$ cat config.mk
export PLATFORM = sky130hd
export DESIGN_NAME = keypad_scan
export DESIGN_NICKNAME = d
export VERILOG_FILES = /design/src/rtl/kp_pkg.sv /design/src/rtl/keypad_scan_row_sync.sv /design/src/rtl/keypad_scan.sv
export SDC_FILE = /design/constraint.sdc
export NUM_CORES = 1
export LEC_CHECK = 0
export BUFFER_PORTS_ARGS = -buffer_cell sky130_fd_sc_hd__buf_2
export CORE_UTILIZATION = 50
export DETAILED_ROUTE_END_ITERATION = 12
export GPL_ROUTABILITY_DRIVEN = 0
export PLACE_DENSITY_LB_ADDON = 0.15
export SLEW_MARGIN = 20
export SYNTH_ARGS = -nofsm -noshare
export SYNTH_HDL_FRONTEND = slang
export SYNTH_HIERARCHICAL = 1
export SYNTH_SLANG_ARGS = --single-unit
$ cat constraint.sdc
create_clock -name clk -period 2.5 [get_ports clk]
set_input_delay 0.125 -clock clk [delete_from_list [all_inputs] [get_ports clk]]
set_output_delay 0.125 -clock clk [all_outputs]
set_load 0.1 [all_outputs]
$ cat src/rtl/kp_pkg.sv
// Shared keypad definitions: geometry, scan states, capture payload and
// the key codes used by the stopwatch control logic.
package kp_pkg;

   localparam int unsigned KP_ROWS     = 4;
   localparam int unsigned KP_COLS     = 4;
   localparam int unsigned KP_CODE_W   = 4;
   localparam logic [KP_COLS-1:0] KP_COL_IDLE = 4'b1111;

   localparam logic [KP_CODE_W-1:0] KEY_START = 4'hA;
   localparam logic [KP_CODE_W-1:0] KEY_CLEAR = 4'hB;

   typedef enum logic [1:0] {
      SCAN     = 2'd0,
      DEBOUNCE = 2'd1,
      HELD     = 2'd2
   } kp_state_e;

   // Row pattern and key code latched when a single-row press is first seen.
   typedef struct packed {
      logic [KP_ROWS-1:0]   row;
      logic [KP_CODE_W-1:0] code;
   } kp_cap_t;

   function automatic logic single_low(input logic [KP_ROWS-1:0] r);
      return $countones(~r) == 1;
   endfunction

   function automatic logic [1:0] low_index(input logic [KP_ROWS-1:0] r);
      logic [1:0] idx;
      idx = 2'd0;
      for (int i = 0; i < int'(KP_ROWS); i++) begin
         if (!r[i]) idx = 2'(i);
      end
      return idx;
   endfunction

endpackage

$ cat src/rtl/keypad_scan_row_sync.sv
// Two-flop synchronizer for the asynchronous keypad rows; idles released (all high).
module row_sync
   import kp_pkg::*;
(
   input  logic               clk,
   input  logic               rst,
   input  logic [KP_ROWS-1:0] row_in,
   output logic [KP_ROWS-1:0] row_s
);

   logic [KP_ROWS-1:0] meta_q;
   logic [KP_ROWS-1:0] sync_q;

   always_ff @(posedge clk) begin
      if (rst) begin
         meta_q <= KP_COL_IDLE;
         sync_q <= KP_COL_IDLE;
      end else begin
         meta_q <= row_in;
         sync_q <= meta_q;
      end
   end

   assign row_s = sync_q;

endmodule

$ cat src/rtl/keypad_scan.sv
// 4x4 matrix keypad scanner: strobes one active-low column at a time,
// debounces press and release, and reports one key code per press.
module keypad_scan
   import kp_pkg::*;
#(
   parameter int unsigned SCAN_DIV     = 4,
   parameter int unsigned DEBOUNCE_CNT = 20
) (
   input  logic                 clk,
   input  logic                 rst,
   input  logic [KP_ROWS-1:0]   key_row,
   output logic [KP_COLS-1:0]   key_col,
   output logic [KP_CODE_W-1:0] key_code,
   output logic                 key_valid,
   output logic                 key_pressed
);

   localparam int unsigned DIV_W = 8;
   localparam int unsigned DEB_W = $clog2(DEBOUNCE_CNT + 1);

   localparam logic [DIV_W-1:0] DIV_LAST = DIV_W'(SCAN_DIV - 1);
   localparam logic [DEB_W-1:0] DEB_LAST = DEB_W'(DEBOUNCE_CNT - 1);
   localparam logic [DEB_W-1:0] DEB_MAX  = DEB_W'(DEBOUNCE_CNT);

   logic [KP_ROWS-1:0] row_s;

   kp_state_e            state_q,       state_d;
   logic [1:0]           col_idx_q,     col_idx_d;
   logic [DIV_W-1:0]     div_cnt_q,     div_cnt_d;
   logic [DEB_W-1:0]     deb_cnt_q,     deb_cnt_d;
   kp_cap_t              cap_q,         cap_d;
   logic [KP_COLS-1:0]   key_col_q,     key_col_d;
   logic [KP_CODE_W-1:0] key_code_q,    key_code_d;
   logic                 key_valid_q,   key_valid_d;
   logic                 key_pressed_q, key_pressed_d;
   logic [DEB_W-1:0]     deb_inc;

   row_sync u_row_sync (
      .clk    (clk),
      .rst    (rst),
      .row_in (key_row),
      .row_s  (row_s)
   );

   // Scan / debounce / hold sequencing; the column register follows col_idx_d
   // so the strobe never lags the index by a cycle.
   always_comb begin
      state_d       = state_q;
      col_idx_d     = col_idx_q;
      div_cnt_d     = div_cnt_q;
      deb_cnt_d     = deb_cnt_q;
      cap_d         = cap_q;
      key_code_d    = key_code_q;
      key_valid_d   = 1'b0;
      key_pressed_d = key_pressed_q;
      deb_inc       = (deb_cnt_q == DEB_MAX) ? deb_cnt_q : deb_cnt_q + DEB_W'(1);

      unique case (state_q)
         SCAN: begin
            if (div_cnt_q == DIV_LAST) begin
               div_cnt_d = '0;
               if (single_low(row_s)) begin
                  cap_d.row  = row_s;
                  cap_d.code = {low_index(row_s), col_idx_q};
                  deb_cnt_d  = '0;
                  state_d    = DEBOUNCE;
               end else begin
                  col_idx_d = col_idx_q + 2'd1;
               end
            end else begin
               div_cnt_d = div_cnt_q + DIV_W'(1);
            end
         end
         DEBOUNCE: begin
            if (row_s != cap_q.row) begin
               col_idx_d = col_idx_q + 2'd1;
               div_cnt_d = '0;
               state_d   = SCAN;
            end else if (deb_cnt_q == DEB_LAST) begin
               key_code_d    = cap_q.code;
               key_valid_d   = 1'b1;
               key_pressed_d = 1'b1;
               deb_cnt_d     = '0;
               state_d       = HELD;
            end else begin
               deb_cnt_d = deb_inc;
            end
         end
         HELD: begin
            // Any low row, including a second key in this column, restarts release.
            if (row_s == KP_COL_IDLE) begin
               if (deb_cnt_q == DEB_LAST) begin
                  key_pressed_d = 1'b0;
                  deb_cnt_d     = '0;
                  col_idx_d     = col_idx_q + 2'd1;
                  div_cnt_d     = '0;
                  state_d       = SCAN;
               end else begin
                  deb_cnt_d = deb_inc;
               end
            end else begin
               deb_cnt_d = '0;
            end
         end
         default: begin
            state_d = SCAN;
         end
      endcase

      key_col_d = ~(KP_COLS'(1) << col_idx_d);
   end

   always_ff @(posedge clk) begin
      if (rst) begin
         state_q       <= SCAN;
         col_idx_q     <= 2'd0;
         div_cnt_q     <= '0;
         deb_cnt_q     <= '0;
         cap_q         <= '0;
         key_col_q     <= KP_COL_IDLE;
         key_code_q    <= '0;
         key_valid_q   <= 1'b0;
         key_pressed_q <= 1'b0;
      end else begin
         state_q       <= state_d;
         col_idx_q     <= col_idx_d;
         div_cnt_q     <= div_cnt_d;
         deb_cnt_q     <= deb_cnt_d;
         cap_q         <= cap_d;
         key_col_q     <= key_col_d;
         key_code_q    <= key_code_d;
         key_valid_q   <= key_valid_d;
         key_pressed_q <= key_pressed_d;
      end
   end

   assign key_col     = key_col_q;
   assign key_code    = key_code_q;
   assign key_valid   = key_valid_q;
   assign key_pressed = key_pressed_q;

endmodule

==> results of run 1 <==
==> routing by layer <==
layer,global-route usage,share of wire,up-vias
met5,0,0,-
met4,0.0771,0.013,0
met3,0.0462,0.034,5
met2,0.342,0.47,29
met1,0.269,0.48,811
li1,-,-,883
==> cells by family after synthesis <==
logic type,Yosys count,share of synthesized area
adder cells (fa/ha/maj),12,0.0735
XOR/XNOR,5,0.0279
buffers and inverters,15,0.0273
multiplexers,12,0.0575
AO/OA/AOI/OAI,53,0.182
AND/OR/NAND/NOR,79,0.224
flip-flops,43,0.408
==> through the flow <==
stage                     setup TNS, ns  power (mW)  worst slack, ns   util
after floorplan                  -0.138        1.34          -0.0835      -
after global placement           -0.220        1.53          -0.0820  0.593
after detailed placement         -0.467        1.54           -0.118  0.593
after CTS                        -0.323        1.98          -0.0796  0.616
after global routing              -1.64        2.12           -0.193  0.625
final                            -0.249        2.00          -0.0871  0.625
==> worst paths after layout <==
check	from	end	slack (ns)	depth (start not counted)
worst max-delay path	u_row_sync/row_s[0]	key_col[0]	-0.09	9
worst min register to register	u_row_sync/meta_q[2]	u_row_sync/row_s[2]	0.41	1
worst min-delay path	key_row[1]	u_row_sync/meta_q[1]	0.006	2
worst max register to register	u_row_sync/row_s[0]	key_col[0]	-0.09	9
==> cell type report <==
type                       count  area [um2]
inverter                      12        45.0
tap                           50        62.6
sequential                    43         866
clock buffer                   7        76.3
multi-input combinational    161        1250
timing repair buffer          34         218
clock inverter                 1        5.00
fill                         347        1510
==> power breakdown <==
part	internal, mW	leakage (nW)	switching, mW	total [mW]
clock	0.196	0.0422	0.223	0.419
combinational	0.299	0.649	0.470	0.768
sequential	0.751	0.350	0.0609	0.812
==> repair_timing <==
item | CTS | global route
gates cloned | 0 | 0
buffers inserted | 1 | 2
pin swaps | 8 | 1
endpoints found under the setup margin | 9 | 14
resized for setup | 2 | 2
==> registers in the layout, summed over array words and instances (netlist names) <==
| signal | count |
|---|---|
| cap_q | 8 |
| col_idx_q | 2 |
| deb_cnt_q | 5 |
| div_cnt_q | 8 |
| key_code | 4 |
| key_col | 4 |
| key_pressed | 1 |
| key_valid | 1 |
| state_q | 2 |
| u_row_sync/meta_q | 4 |
| u_row_sync/row_s | 4 |
==> cells in the mapped netlist, drive strengths merged (2+ instances only) <==
| library cell | instances | area share |
|---|---|---|
| a211o | 2 | 0.0083 |
| a211oi | 2 | 0.0095 |
| a21o | 2 | 0.0077 |
| a21oi | 13 | 0.031 |
| a22o | 2 | 0.0083 |
| a31o | 2 | 0.0083 |
| a31oi | 3 | 0.0089 |
| a41o | 2 | 0.010 |
| and2 | 2 | 0.0059 |
| and3 | 4 | 0.012 |
| clkbuf | 2 | 0.0036 |
| dfxtp | 43 | 0.41 |
| ha | 10 | 0.059 |
| inv | 12 | 0.021 |
| mux2i | 11 | 0.052 |
| nand2 | 7 | 0.012 |
| nand3 | 11 | 0.028 |
| nand4 | 5 | 0.015 |
| nor2 | 18 | 0.032 |
| nor2b | 2 | 0.0059 |
| nor3 | 2 | 0.010 |
| nor3b | 2 | 0.0071 |
| nor4 | 2 | 0.0089 |
| o21ai | 10 | 0.024 |
| o31ai | 4 | 0.014 |
| or2 | 9 | 0.027 |
| or3 | 5 | 0.016 |
| or4 | 3 | 0.011 |
| xor2 | 4 | 0.024 |
==> results.json, run 1 <==
{
  "status": "complete, but fails checks",
  "violations": "negative setup slack",
  "critPathCaptureType": "flop",
  "synth-async-reset-ratio": 0,
  "period_needed_ns": 2.59,
  "cp_top_family": "adder cells",
  "min_path_type": "in -> reg",
  "final_net_count": 274,
  "clock_path_buffers": 2,
  "core.rowCount": 23,
  "antennaDiodeCount": 0,
  "clock_latency_ns": 0.29,
  "cp_num_buf_inv": 1,
  "start_util": 0.524,
  "rsz0062_at_grt": "yes",
  "drive_gt1_frac": 0.264,
  "routed_via_density": 5.61,
  "place_inst": 297,
  "layout_common_cells": "dfxtp_1, buf_4, nor2_1",
  "drt-pass1-iter-count": 4,
  "syn_area_um2": 2110,
  "grt_max_degree": 24,
  "clockRootBuffer": "clkbuf_8",
  "synth_edf_count": 0,
  "syn_inst": 219,
  "io_pins": 16,
  "slowest_stage": "fa_1",
  "die_x_um": 67.0,
  "power_density_nw_per_um2": 794,
  "crit_required_ns": 2.69,
  "total_leakage_power_nw": 1.04,
  "grt_pass1_wl_um": 7090,
  "maxCapViolations": 0,
  "fin_crit_sh": 1.03,
  "ir_drop_mv": 0.350,
  "hold_violations": 0,
  "critPathLaunchType": "flop",
  "place_area_um2": 2390,
  "syn_nets": 236,
  "clk_pin_slew_ns": 0.08,
  "tightest_slew_ns": 0.630,
  "drc": 0,
  "hold_ws_ns": 0.00618,
  "final_area_um2": 2520,
  "numCtsBuffers": 5,
  "relSlewSlack": 0.579,
  "path_cells": "fa_1 > inv_1 > ha_2 > ha_4 > or3b_4 > nand4_1 > a31oi_4 > or3_1 > a22o_1",
  "yosysSeqAreaShare": 0.408,
  "hpwlAfterDp_um": 3090,
  "ys_warn_count": 6,
  "final_max_slew_viol_count": 0,
  "finClkSkew_ns": 0.00422,
  "hold_buffers": 0,
  "wl_per_cell_um": 13.6,
  "die_h_um": 67.0,
  "htreeDepth": 2,
  "ant_nets": 0,
  "layout.cells.non_filler": 308,
  "drt_iter0_drc": 59,
  "vias": 1728,
  "final_common_cell": "dfxtp_1",
  "grt_pass1_vias": 1559,
  "cts_tree": "done",
  "port-buffer-count": 15,
  "syn_area_per_cell_um2": 9.63,
  "crit_type": "reg -> reg",
  "grt_antenna_before_repair": 0,
  "grtUsageTotal": 0.210,
  "crit_arrival_ns": 2.78,
  "grt.overflow.total": 0,
  "synth_seq_cells": 43,
  "ys.flop_type": "dfxtp_1",
  "final-setup-viol-count": 6,
  "wirelength_um": 4200,
  "crit_fanout": 4,
  "area_delta_synth_final_pct": 19.5,
  "clock_sinks": 43,
  "die_area_um2": 4480,
  "layout_setup_ws_ns": -0.0871,
  "synth.distinct_cells": 64,
  "fmax_ghz": 0.387,
  "max_stage_delay_ns": 0.53,
  "core_um2": 4030
}
(Power assumes the default switching activity.)
==> run 2, diff against run 1 <==
- CORE_ASPECT_RATIO: not set -> 0.8
- CTS_CLUSTER_DIAMETER: not set -> 30
==> results.json, run 2 (synthesis results as in run 1) <==
{
  "utilization": 0.664,
  "grt.overflow.total": 0,
  "drc": 0,
  "crit_arrival_ns": 2.79,
  "total_power_mw": 2.21,
  "critPathLaunchType": "flop",
  "grt_antenna_before_repair": 0,
  "place_inst": 301,
  "hpwlAfterDp_um": 3030,
  "layout_setup_ws_ns": -0.0968,
  "maxCapViolations": 0,
  "port-buffer-count": 15,
  "finClkSkew_ns": 0.00486,
  "clock_latency_ns": 0.30,
  "die_h_um": 60.1,
  "tightest_slew_ns": 0.597,
  "fill_cells": 342,
  "final_common_cell": "dfxtp_1",
  "path_cells": "fa_1 > inv_2 > ha_4 > ha_4 > or3b_4 > nand4_1 > a31oi_4 > or3_1 > a22o_1",
  "start_util": 0.537,
  "core_um2": 3930,
  "crit_fanout": 5,
  "wirelength_um": 4280,
  "hold_violations": 0,
  "min_path_type": "in -> reg",
  "top_regs": "cap_q (8), div_cnt_q (8), deb_cnt_q (5)",
  "crit_type": "reg -> reg",
  "numCtsBuffers": 5,
  "status": "complete, but fails checks",
  "core.rowCount": 20,
  "critPathCaptureType": "flop",
  "final_net_count": 277,
  "relSlewSlack": 0.601,
  "antennaDiodeCount": 0,
  "power_density_nw_per_um2": 847,
  "grt_max_degree": 24,
  "htreeDepth": 2,
  "vias": 1758,
  "rsz0062_at_grt": "yes",
  "clk_pin_slew_ns": 0.08,
  "period_needed_ns": 2.60,
  "ant_nets": 0,
  "violations": "negative setup slack",
  "grtUsageTotal": 0.209,
  "grt_pass1_wl_um": 6960,
  "layout.cells.non_filler": 316,
  "die_x_um": 74.6,
  "pre_cts_ws_ns": -0.127,
  "fmax_ghz": 0.385,
  "drt_iter0_drc": 84,
  "die_area_um2": 4480,
  "area_delta_synth_final_pct": 23.7,
  "final_max_slew_viol_count": 0,
  "max_stage_delay_ns": 0.55,
  "total_leakage_power_nw": 1.07,
  "clock_sinks": 43,
  "fin_crit_sh": 1.04,
  "tns_ns": -0.290,
  "crit_required_ns": 2.69,
  "final-setup-viol-count": 7,
  "cp_common_cell": "ha_4",
  "drt-pass1-iter-count": 4,
  "grt_pass1_vias": 1493,
  "wl_per_cell_um": 13.5,
  "io_pins": 16,
  "ir_drop_mv": 0.542,
  "slowest_stage": "fa_1",
  "drive_gt1_frac": 0.264,
  "cts_tree": "done",
  "routed_via_density": 5.56,
  "clock_path_buffers": 2,
  "clockRootBuffer": "clkbuf_8",
  "layout_common_cells": "dfxtp_1, nor2_1, buf_4"
}
[run 2: layout make-up]
cell class,instances,area (um2),share of cell area
flip-flops and latches,43,866,0.332
clock buffers,6,72.6,0.0278
clock inverters,2,60.1,0.0230
multi-input cells,161,1250,0.478
well taps,55,68.8,0.0264
repair buffers,37,250,0.0959
inverters,12,45.0,0.0173
[run 2: repair_timing]
action,CTS,global route
resized for setup,4,2
hold endpoints to repair,4,0
hold buffers,4,0
buffers inserted,2,1
setup endpoints to repair,7,18
pin swaps,4,5
[run 2: power breakdown]
part | internal (mW) | leakage, nW | total [mW] | switching [mW]
Combinational | 0.295 | 0.654 | 0.770 | 0.475
Sequential | 0.751 | 0.350 | 0.809 | 0.0576
Clock | 0.399 | 0.0654 | 0.633 | 0.233
Total | 1.45 | 1.07 | 2.21 | 0.766
[run 2: worst max-delay path: cells and delay by family, from the launching register on]
kind	cells	cell delay, ns
buf+inv	1	0.05
flops	1	0.34
compound gates	2	0.31
simple gates	3	0.86
fa+ha+maj	3	0.94
[run 2: worst paths after layout]
kind	from	end	slack [ns]	depth (start not counted)
worst max-delay path	u_row_sync/row_s[0]	key_col[0]	-0.1	9
worst min-delay path	rst	key_pressed	0.14	2
worst max register to register	u_row_sync/row_s[0]	key_col[0]	-0.1	9
worst min register to register	u_row_sync/meta_q[1]	u_row_sync/row_s[1]	0.41	1
[run 2: stage by stage]
| stage | hold slack [ns] | instance area, um2 |
|---|---|---|
| after global placement | 0.300 | 2390 |
| final | 0.137 | 2610 |
| after CTS | 0.140 | 2590 |
| after global routing | 0.158 | 2610 |
| after detailed placement | 0.304 | 2390 |
| after floorplan | 0.222 | 2140 |
[run 2: metal layers]
metal,GRT usage,vias to the layer above,share of wire
met5,0,-,0
met4,0.0863,0,0.014
met3,0.0506,7,0.054
met2,0.305,48,0.43
met1,0.295,815,0.51
li1,-,888,-
==> run 3, diff against run 2 <==
- REMOVE_ABC_BUFFERS: not set -> 1
- clock period: 2.5 -> 2.9 ns (I/O delays scaled with it)
==> results.json, run 3 (synthesis results as in run 1) <==
{
  "period_needed_ns": 2.80,
  "core_um2": 3930,
  "final_max_slew_viol_count": 0,
  "die_area_um2": 4480,
  "ant_nets": 0,
  "fmax_ghz": 0.358,
  "htreeDepth": 2,
  "rsz0062_at_grt": "no",
  "antennaDiodeCount": 0,
  "power_density_nw_per_um2": 760,
  "fin_crit_sh": 0.964,
  "relSlewSlack": 0.584,
  "crit_type": "reg -> reg",
  "grt_max_degree": 34,
  "wl_per_cell_um": 14.1,
  "crit_fanout": 5,
  "drive_gt1_frac": 0.227,
  "top_regs": "cap_q (8), div_cnt_q (8), deb_cnt_q (5)",
  "pre_cts_ws_ns": -0.00278,
  "p_seq_frac": 0.373,
  "combPwrFrac": 0.330,
  "cts_tree": "done",
  "start_util": 0.537,
  "layout_common_cells": "dfxtp_1, nor2_1, buf_2",
  "final_common_cell": "dfxtp_1",
  "hpwlAfterDp_um": 2970,
  "routed_via_density": 5.60,
  "p_int_mw": 1.21,
  "ir_drop_mv": 0.710,
  "cp_common_cell": "ha_1",
  "grtUsageTotal": 0.203,
  "io_pins": 16,
  "power.share.clock": 0.297,
  "wirelength_um": 4250,
  "netSwitchingFraction": 0.356,
  "clock_sinks": 43,
  "clock_latency_ns": 0.30,
  "clock_path_buffers": 2,
  "net-switching-power_mw": 0.668,
  "layout_setup_ws_ns": 0.103,
  "area_delta_synth_final_pct": 17.1,
  "grt_antenna_before_repair": 0,
  "path_cells": "fa_1 > inv_1 > ha_1 > ha_1 > or3b_4 > nand4_1 > a31oi_4 > or3_1 > a22o_1",
  "drt-pass1-iter-count": 4,
  "finClkSkew_ns": 0.00287,
  "critPathCaptureType": "flop",
  "final-setup-viol-count": 0,
  "status": "finished clean",
  "drt_iter0_drc": 96,
  "die_h_um": 60.1,
  "hold_buffers": 0,
  "grt_pass1_vias": 1495,
  "critPathLaunchType": "flop",
  "tns_ns": 0,
  "grt_pass1_wl_um": 6820,
  "grt.overflow.total": 0,
  "port-buffer-count": 15,
  "crit_arrival_ns": 2.99,
  "final_net_count": 263,
  "slowest_stage": "fa_1",
  "min_path_type": "in -> reg",
  "clockRootBuffer": "clkbuf_8",
  "numCtsBuffers": 5,
  "drc": 0,
  "crit_required_ns": 3.10,
  "clk_pin_slew_ns": 0.08,
  "fill_cells": 332,
  "maxCapViolations": 0,
  "die_x_um": 74.6,
  "vias": 1692,
  "hold_violations": 0,
  "total_leakage_power_nw": 1.01,
  "core.rowCount": 20,
  "tightest_slew_ns": 0.622,
  "total_power_mw": 1.88,
  "max_stage_delay_ns": 0.54
}
==> run 3: changes by cell type in the layout (fill, tap and decap cells not counted), sizes merged <==
cell	previous run	this run
buf	33	23
clkinvlp	0	1
dlygate4sd3	4	0
clkbuf	6	5
==> run 3: critical path: cells and delay by family (launching register included) <==
kind	cells	cell delay, ns
compound gates	2	0.33
fa+ha+maj	3	1.00
buf+inv	1	0.04
flops	1	0.37
simple gates	3	0.96
==> run 3: power groups by stage <==
stage / combinational, mW / sequential [mW] / clock [mW]
floorplan: 0.307 / 0.838 / 0
global placement: 0.554 / 0.713 / 0
detailed placement: 0.557 / 0.713 / 0
CTS: 0.565 / 0.700 / 0.561
global route: 0.670 / 0.709 / 0.588
finish: 0.620 / 0.701 / 0.558
==> run 3: routing by layer <==
| metal | GRT usage | share of wire | vias up |
|---|---|---|---|
| li1 | - | - | 859 |
| met1 | 0.292 | 0.53 | 794 |
| met2 | 0.291 | 0.42 | 33 |
| met3 | 0.0607 | 0.038 | 6 |
| met4 | 0.0566 | 0.012 | 0 |
| met5 | 0 | 0 | - |
==> run 3: area by class of cell <==
cell class	count	area (um2)	area share
Multi-Input combinational cell	161	1220	0.493
Sequential cell	43	866	0.351
Timing Repair Buffer	23	135	0.0547
Clock buffer	5	68.8	0.0279
Tap cell	55	68.8	0.0279
Clock inverter	3	67.6	0.0274
Inverter	12	45.0	0.0182
==> run 3: what timing repair did <==
item / 4_1_cts / 5_1_grt
cloned: 0 / 0
setup buffers: 0 / 4
gates resized for setup: 1 / 7
pin swaps: 0 / 5
setup endpoints to repair: 1 / 5
==> run 3: metrics by stage <==
step | utilization | hold slack, ns | instances | cell area [um2]
floorplan | - | 0.214 | 216 | 2100
global placement | 0.578 | 0.321 | 290 | 2270
detailed placement | 0.578 | 0.325 | 290 | 2270
CTS | 0.614 | 0.0145 | 298 | 2410
global route | 0.629 | 0.0127 | 302 | 2470
finish | 0.629 | 0.0158 | 302 | 2470
==> run 3: worst paths after layout <==
kind | from | end | slack (ns) | cells after the start
setup / recovery | u_row_sync/row_s[0] | key_col[0] | 0.10 | 9
hold / removal | key_row[3] | u_row_sync/meta_q[3] | 0.02 | 2
setup reg to reg | u_row_sync/row_s[0] | key_col[0] | 0.10 | 9
hold reg to reg | u_row_sync/meta_q[1] | u_row_sync/row_s[1] | 0.41 | 1
